$ cat src/rtl/idct_stream_ctrl.sv
// Stream wrapper around a handshake-free, fixed-latency IDCT pipeline: gathers a serial
// block into idct_x, times its flight, captures idct_out and replays it with backpressure.
//
// Input FSM                            Output FSM
//   state   | meaning                    state   | meaning
//   IN_FILL | accepting coefficients     OUT_IDLE  | nothing in flight
//   IN_FULL | block held, awaiting launch OUT_WAIT  | block in pipeline, latency countdown
//                                        OUT_DRAIN | replaying captured samples
module idct_stream_ctrl #(
    parameter int WIN     = 12,
    parameter int WOUT    = 9,
    parameter int N       = 64,
    parameter int LATENCY = 26
) (
    input  logic              clk,
    input  logic              rst,
    input  logic              in_valid,
    output logic              in_ready,
    input  logic [WIN-1:0]    in_data,
    output logic [N*WIN-1:0]  idct_x,
    input  logic [N*WOUT-1:0] idct_out,
    output logic              out_valid,
    input  logic              out_ready,
    output logic [WOUT-1:0]   out_data,
    output logic              out_last,
    output logic              busy
);
    localparam int CW = $clog2(N);
    localparam int LW = $clog2(LATENCY + 1);

    localparam logic [0:0] IN_FILL = 1'b0;
    localparam logic [0:0] IN_FULL = 1'b1;

    localparam logic [1:0] OUT_IDLE  = 2'd0;
    localparam logic [1:0] OUT_WAIT  = 2'd1;
    localparam logic [1:0] OUT_DRAIN = 2'd2;

    logic [0:0]        r_in_state;
    logic [CW-1:0]     r_in_cnt;
    logic [N*WIN-1:0]  r_x;
    logic [1:0]        r_out_state;
    logic [LW-1:0]     r_lat_cnt;
    logic [CW-1:0]     r_out_idx;
    logic [N*WOUT-1:0] r_obuf;

    logic w_in_beat;
    logic w_launch;
    logic w_out_beat;

    assign in_ready   = !rst && (r_in_state == IN_FILL);
    assign w_in_beat  = in_valid && in_ready;
    // Launch only when nothing is in flight or draining, so idct_x is never disturbed mid-sample.
    assign w_launch   = (r_in_state == IN_FULL) && (r_out_state == OUT_IDLE);
    assign out_valid  = (r_out_state == OUT_DRAIN);
    assign w_out_beat = out_valid && out_ready;
    assign out_data   = r_obuf[r_out_idx*WOUT +: WOUT];
    assign out_last   = out_valid && (r_out_idx == CW'(N - 1));
    assign idct_x     = r_x;
    assign busy       = (r_in_cnt != '0) || (r_in_state == IN_FULL) || (r_out_state != OUT_IDLE);

    always_ff @(posedge clk) begin
        if (rst) begin
            r_in_state <= IN_FILL;
            r_in_cnt   <= '0;
            r_x        <= '0;
        end else begin
            case (r_in_state)
                IN_FILL: begin
                    if (w_in_beat) begin
                        r_x[r_in_cnt*WIN +: WIN] <= in_data;
                        if (r_in_cnt == CW'(N - 1)) begin
                            r_in_cnt   <= '0;
                            r_in_state <= IN_FULL;
                        end else begin
                            r_in_cnt <= r_in_cnt + 1'b1;
                        end
                    end
                end
                IN_FULL: begin
                    if (w_launch) r_in_state <= IN_FILL;
                end
                default: r_in_state <= IN_FILL;
            endcase
        end
    end

    always_ff @(posedge clk) begin
        if (rst) begin
            r_out_state <= OUT_IDLE;
            r_lat_cnt   <= '0;
            r_out_idx   <= '0;
            r_obuf      <= '0;
        end else begin
            case (r_out_state)
                OUT_IDLE: begin
                    if (w_launch) begin
                        r_out_state <= OUT_WAIT;
                        r_lat_cnt   <= LW'(LATENCY - 1);
                    end
                end
                OUT_WAIT: begin
                    // Count 0 marks the cycle launch+LATENCY, when idct_out holds this block.
                    if (r_lat_cnt == '0) begin
                        r_obuf      <= idct_out;
                        r_out_idx   <= '0;
                        r_out_state <= OUT_DRAIN;
                    end else begin
                        r_lat_cnt <= r_lat_cnt - 1'b1;
                    end
                end
                OUT_DRAIN: begin
                    if (w_out_beat) begin
                        if (r_out_idx == CW'(N - 1)) begin
                            r_out_idx   <= '0;
                            r_out_state <= OUT_IDLE;
                        end else begin
                            r_out_idx <= r_out_idx + 1'b1;
                        end
                    end
                end
                default: r_out_state <= OUT_IDLE;
            endcase
        end
    end
endmodule
$ cat config.mk
export PLATFORM = sky130hd
export DESIGN_NAME = idct_stream_ctrl
export DESIGN_NICKNAME = d
export VERILOG_FILES = /design/src/rtl/idct_stream_ctrl.sv
export SDC_FILE = /design/constraint.sdc
export NUM_CORES = 2
export LEC_CHECK = 0
export ABC_AREA = 1
export CAP_MARGIN = 15
export CORE_AREA = 5 5 529 531
export DETAILED_ROUTE_END_ITERATION = 16
export DIE_AREA = 0 0 534 536
export PLACE_DENSITY = 0.45
export SLEW_MARGIN = 20
export SYNTH_ARGS = -nofsm -noshare
export SYNTH_HDL_FRONTEND = slang
export SYNTH_SLANG_ARGS = --single-unit
$ cat constraint.sdc
create_clock -name clk -period 11.1 [get_ports clk]
set_clock_uncertainty 0.15 [all_clocks]
set_input_delay 2.22 -clock clk [delete_from_list [all_inputs] [get_ports clk]]
set_output_delay 2.22 -clock clk [all_outputs]
set_load 0.01 [all_outputs]
==> flow_metrics.py <==
metrics = {
    "place": {
        "hpwl_um": 253000,
        "gp_congestion": 0.891,
        "io_buffers": 1372,
        "place_ws_ps": 4440,
        "placed_cell_area_um2": 76500,
    },
    "critical_path": {
        "r2r_slack_ps": 4810,
        "crit_arrival_ps": 5130,
        "cp.required_ps": 8730,
        "crit_type": "flip-flop to output port",
        "cp_max_fo": 20,
        "r2r_end": "idct_x[102]",
        "worst_setup_path_end_kind": "output port",
        "rr_worst_depth": 20,
        "critPathLaunchType": "flip-flop",
        "timing.rr.start": "r_in_cnt[0]",
    },
    "synthesis": {
        "synth_area_um2": 59600,
        "synth-compound-area-share_pct": 19.0,
        "yosysTopAreaCell": "dfxtp_1",
        "synth_top_family_by_area": "simple AND/OR/NAND/NOR gates",
        "synth_xor_area_share_pct": 0.0441,
        "yosys-top-cells-area": "dfxtp_1, nor2_1, o21ai_0, a21oi_1, nand2_1",
        "syn_inst": 8728,
        "avgSynthCellArea_um2": 6.82,
        "ys.flop_type": "dfxtp_1",
        "ys_types": 48,
        "synth-seq-cells": 1364,
        "async_reset_ff_share_pct": 0,
        "synth_fa_ha_area_share_pct": 0.349,
        "synth-edff-count": 0,
        "synth_nets": 9336,
        "yosysSeqAreaShare_pct": 45.9,
        "netlist.area_leader.share_pct": 45.9,
        "muxShareOfSynthArea_pct": 0,
        "yosysWarnings": 0,
        "yosys.area_share.simple_pct": 26.1,
    },
    "outcome": {
        "status": "finished clean",
    },
    "clock_network": {
        "post-cts-setup-buffer-count": 0,
        "cts_resized": 0,
        "clk_pin_slew_ps": 60,
        "cts-hold-fix-buffers": 0,
        "root_buffer": "clkbuf_16",
        "clockBufferDepth": 4,
        "cts_tree": "yes",
        "clkLatencyLatePin_ps": 850,
        "cts_sinks": 1364,
        "htreeDepth": 4,
        "cts_made_buffers": 176,
    },
    "power_and_ir_drop": {
        "ir_drop_mv": 0.0991,
        "p_sw_share_pct": 26.1,
        "pwr-share-seq_pct": 42.1,
        "p_leak_nw": 31.3,
        "power_density_nw_per_um2": 142,
        "p_int_w": 0.00861,
        "clkPwrFrac_pct": 49.6,
        "p_switching_w": 0.00304,
        "combPwrFrac_pct": 8.3,
    },
    "sta": {
        "setup_tns_ps": 0,
        "rsz0062_at_grt": "no",
        "fin_hold_ws_ps": 293,
        "slew_headroom_pct": 17.0,
        "fin_ws_ps": 3600,
        "setup_viol": 0,
        "layout_min_cycle_time_ps": 7500,
        "max_slew.worst_pin.slew_ps": 1240,
        "hold_viol": 0,
        "fin_crit_sh_pct": 67.6,
        "max_freq_mhz": 133,
        "slew_violations": 0,
    },
    "routing": {
        "first_pass_iters": 6,
        "avgViaCountPerCell": 4.73,
        "drtAntennaViolNets": 0,
        "vias": 64195,
        "drt_iter0_drc": 5691,
        "wire_per_inst_um": 24.9,
        "drc_errors": 0,
        "finalWirelength_um": 338000,
    },
    "die": {
        "num_io_pins": 1373,
        "die_w_um": 534,
        "die_area_um2": 286000,
        "start_util_pct": 21.7,
        "die_y_um": 536,
        "num_rows": 193,
        "core_area_um2": 275000,
    },
    "grt": {
        "gr-usage-all-layers_pct": 22.4,
        "grt_pass1_wl_um": 469000,
        "busiest_layer": "met2",
        "met1_usage_pct": 29.5,
        "grt_max_degree": 232,
        "grt_overflow": 0,
        "grt_pass1_vias": 61606,
        "antenna_found_initial": 41,
        "grt_util_met3_pct": 6.61,
        "global_route.usage.met2_pct": 34.6,
    },
    "cells_and_area": {
        "final_common_cell": "nor2_1",
        "nNetsFinal": 10414,
        "final_cell_mix": "nor2_1, clkdlybuf4s50_1, dfxtp_1",
        "area_delta_synth_final_pct": 38.1,
        "nFillCells": 29684,
        "stdcell_area_um2": 82200,
        "drive_gt1_share_pct": 4.87,
        "utilization_pct": 29.9,
    },
    "min_path": {
        "holdCritPathClass": "flip-flop to flip-flop",
        "holdPathEnd": "idct_x[549]",
        "hp-start": "idct_x[549]",
        "whs_path_depth": 2,
    },
    "flow_run": {
        "drv_cap": 0,
    },
}
## routing by layer
| metal | wire [µm] | share of wire (%) | vias to the layer above |
|---|---|---|---|
| met3 | 30900 | 9.1 | 453 |
| met5 | 99 | 0.029 | - |
| met4 | 13000 | 3.8 | 16 |
| met1 | 147000 | 43 | 30714 |
| li1 | - | - | 30503 |
| met2 | 147000 | 44 | 2509 |
## through the flow
stage                     instances  power [W]
after floorplan                8728    0.00541
after global placement        13235    0.00598
after detailed placement      13235    0.00598
after CTS                     13542     0.0118
after global routing          13552     0.0120
final                         13563     0.0116
## worst max-delay path, stage by stage (launching register included)
cell             delay (ps)
dfxtp_1                 490
clkinv_1                710
nor2_2                  250
buf_4                   410
inv_1                    70
buf_4                   290
a21oi_1                 190
a211oi_1                 90
a21oi_1                 300
o21ai_0                 420
buf_4                   310
o221ai_1                 70
clkdlybuf4s50_1         680
## cells by family after synthesis
kind of cell / Yosys count
AO/OA/AOI/OAI: 2205
XOR/XNOR: 3
adder cells (fa/ha/maj): 16
buffers and inverters: 1337
flip-flops: 1364
AND/OR/NAND/NOR: 3803
## power by group through the flow
| stage | Combinational [W] | Sequential, W | Clock (W) |
|---|---|---|---|
| after floorplan | 0.000396 | 0.00501 | 0 |
| after global placement | 0.000966 | 0.00501 | 0 |
| after detailed placement | 0.000964 | 0.00501 | 0 |
| after CTS | 0.000968 | 0.00490 | 0.00590 |
| after global routing | 0.00102 | 0.00490 | 0.00609 |
| final | 0.000972 | 0.00490 | 0.00577 |
## final cells by class
class | count | area [µm²] | area share, %
Sequential cell | 1364 | 27300 | 33.2
Multi-Input combinational cell | 6027 | 27200 | 33.1
Timing Repair Buffer | 1464 | 14500 | 17.6
Clock buffer | 269 | 5260 | 6.39
Tap cell | 3607 | 4510 | 5.49
Inverter | 773 | 2940 | 3.58
Clock inverter | 38 | 438 | 0.532
Antenna cell | 21 | 52.6 | 0.0639
## worst max path at each step
stage                 startpoint     endpoint  slack (ps)  depth (start not counted)
floorplan                    rst     in_ready        6170                          2
global placement    r_out_idx[0]  out_data[7]        4370                          9
detailed placement  r_out_idx[0]  out_data[7]        4440                          9
CTS                 r_out_idx[0]  out_data[7]        3490                          9
global route        r_out_idx[0]  out_data[3]        3360                          9
finish              r_out_idx[3]  out_data[6]        3600                         12
## cell usage after synthesis, types with 6 or more instances
library cell and instances:
dfxtp_1 1364, nand2_1 1153, o211a_1 7, buf_1 53
nor3_1 87, ha_1 15, o21ai_1 6, nand2_2 6
a211oi_1 33, nor2_2 41, nor3_2 7, inv_2 18
nand3_1 400, o22ai_1 33, nand3b_1 8, nand4_1 92
clkbuf_1 435, a32o_1 6, o21ai_0 1207, a21oi_1 878
nor2_1 1975, nor2_4 14, clkinv_1 7, a311oi_1 8
buf_2 70, o31ai_1 8, inv_1 748
## flip-flops by register name (all words and copies together), names as in the netlist
| signal | count |
|---|---|
| idct_x | 768 |
| r_in_cnt | 6 |
| r_in_state | 1 |
| r_lat_cnt | 5 |
| r_obuf | 576 |
| r_out_idx | 6 |
| r_out_state | 2 |
Note: power is estimated with default switching activity, not from simulation.
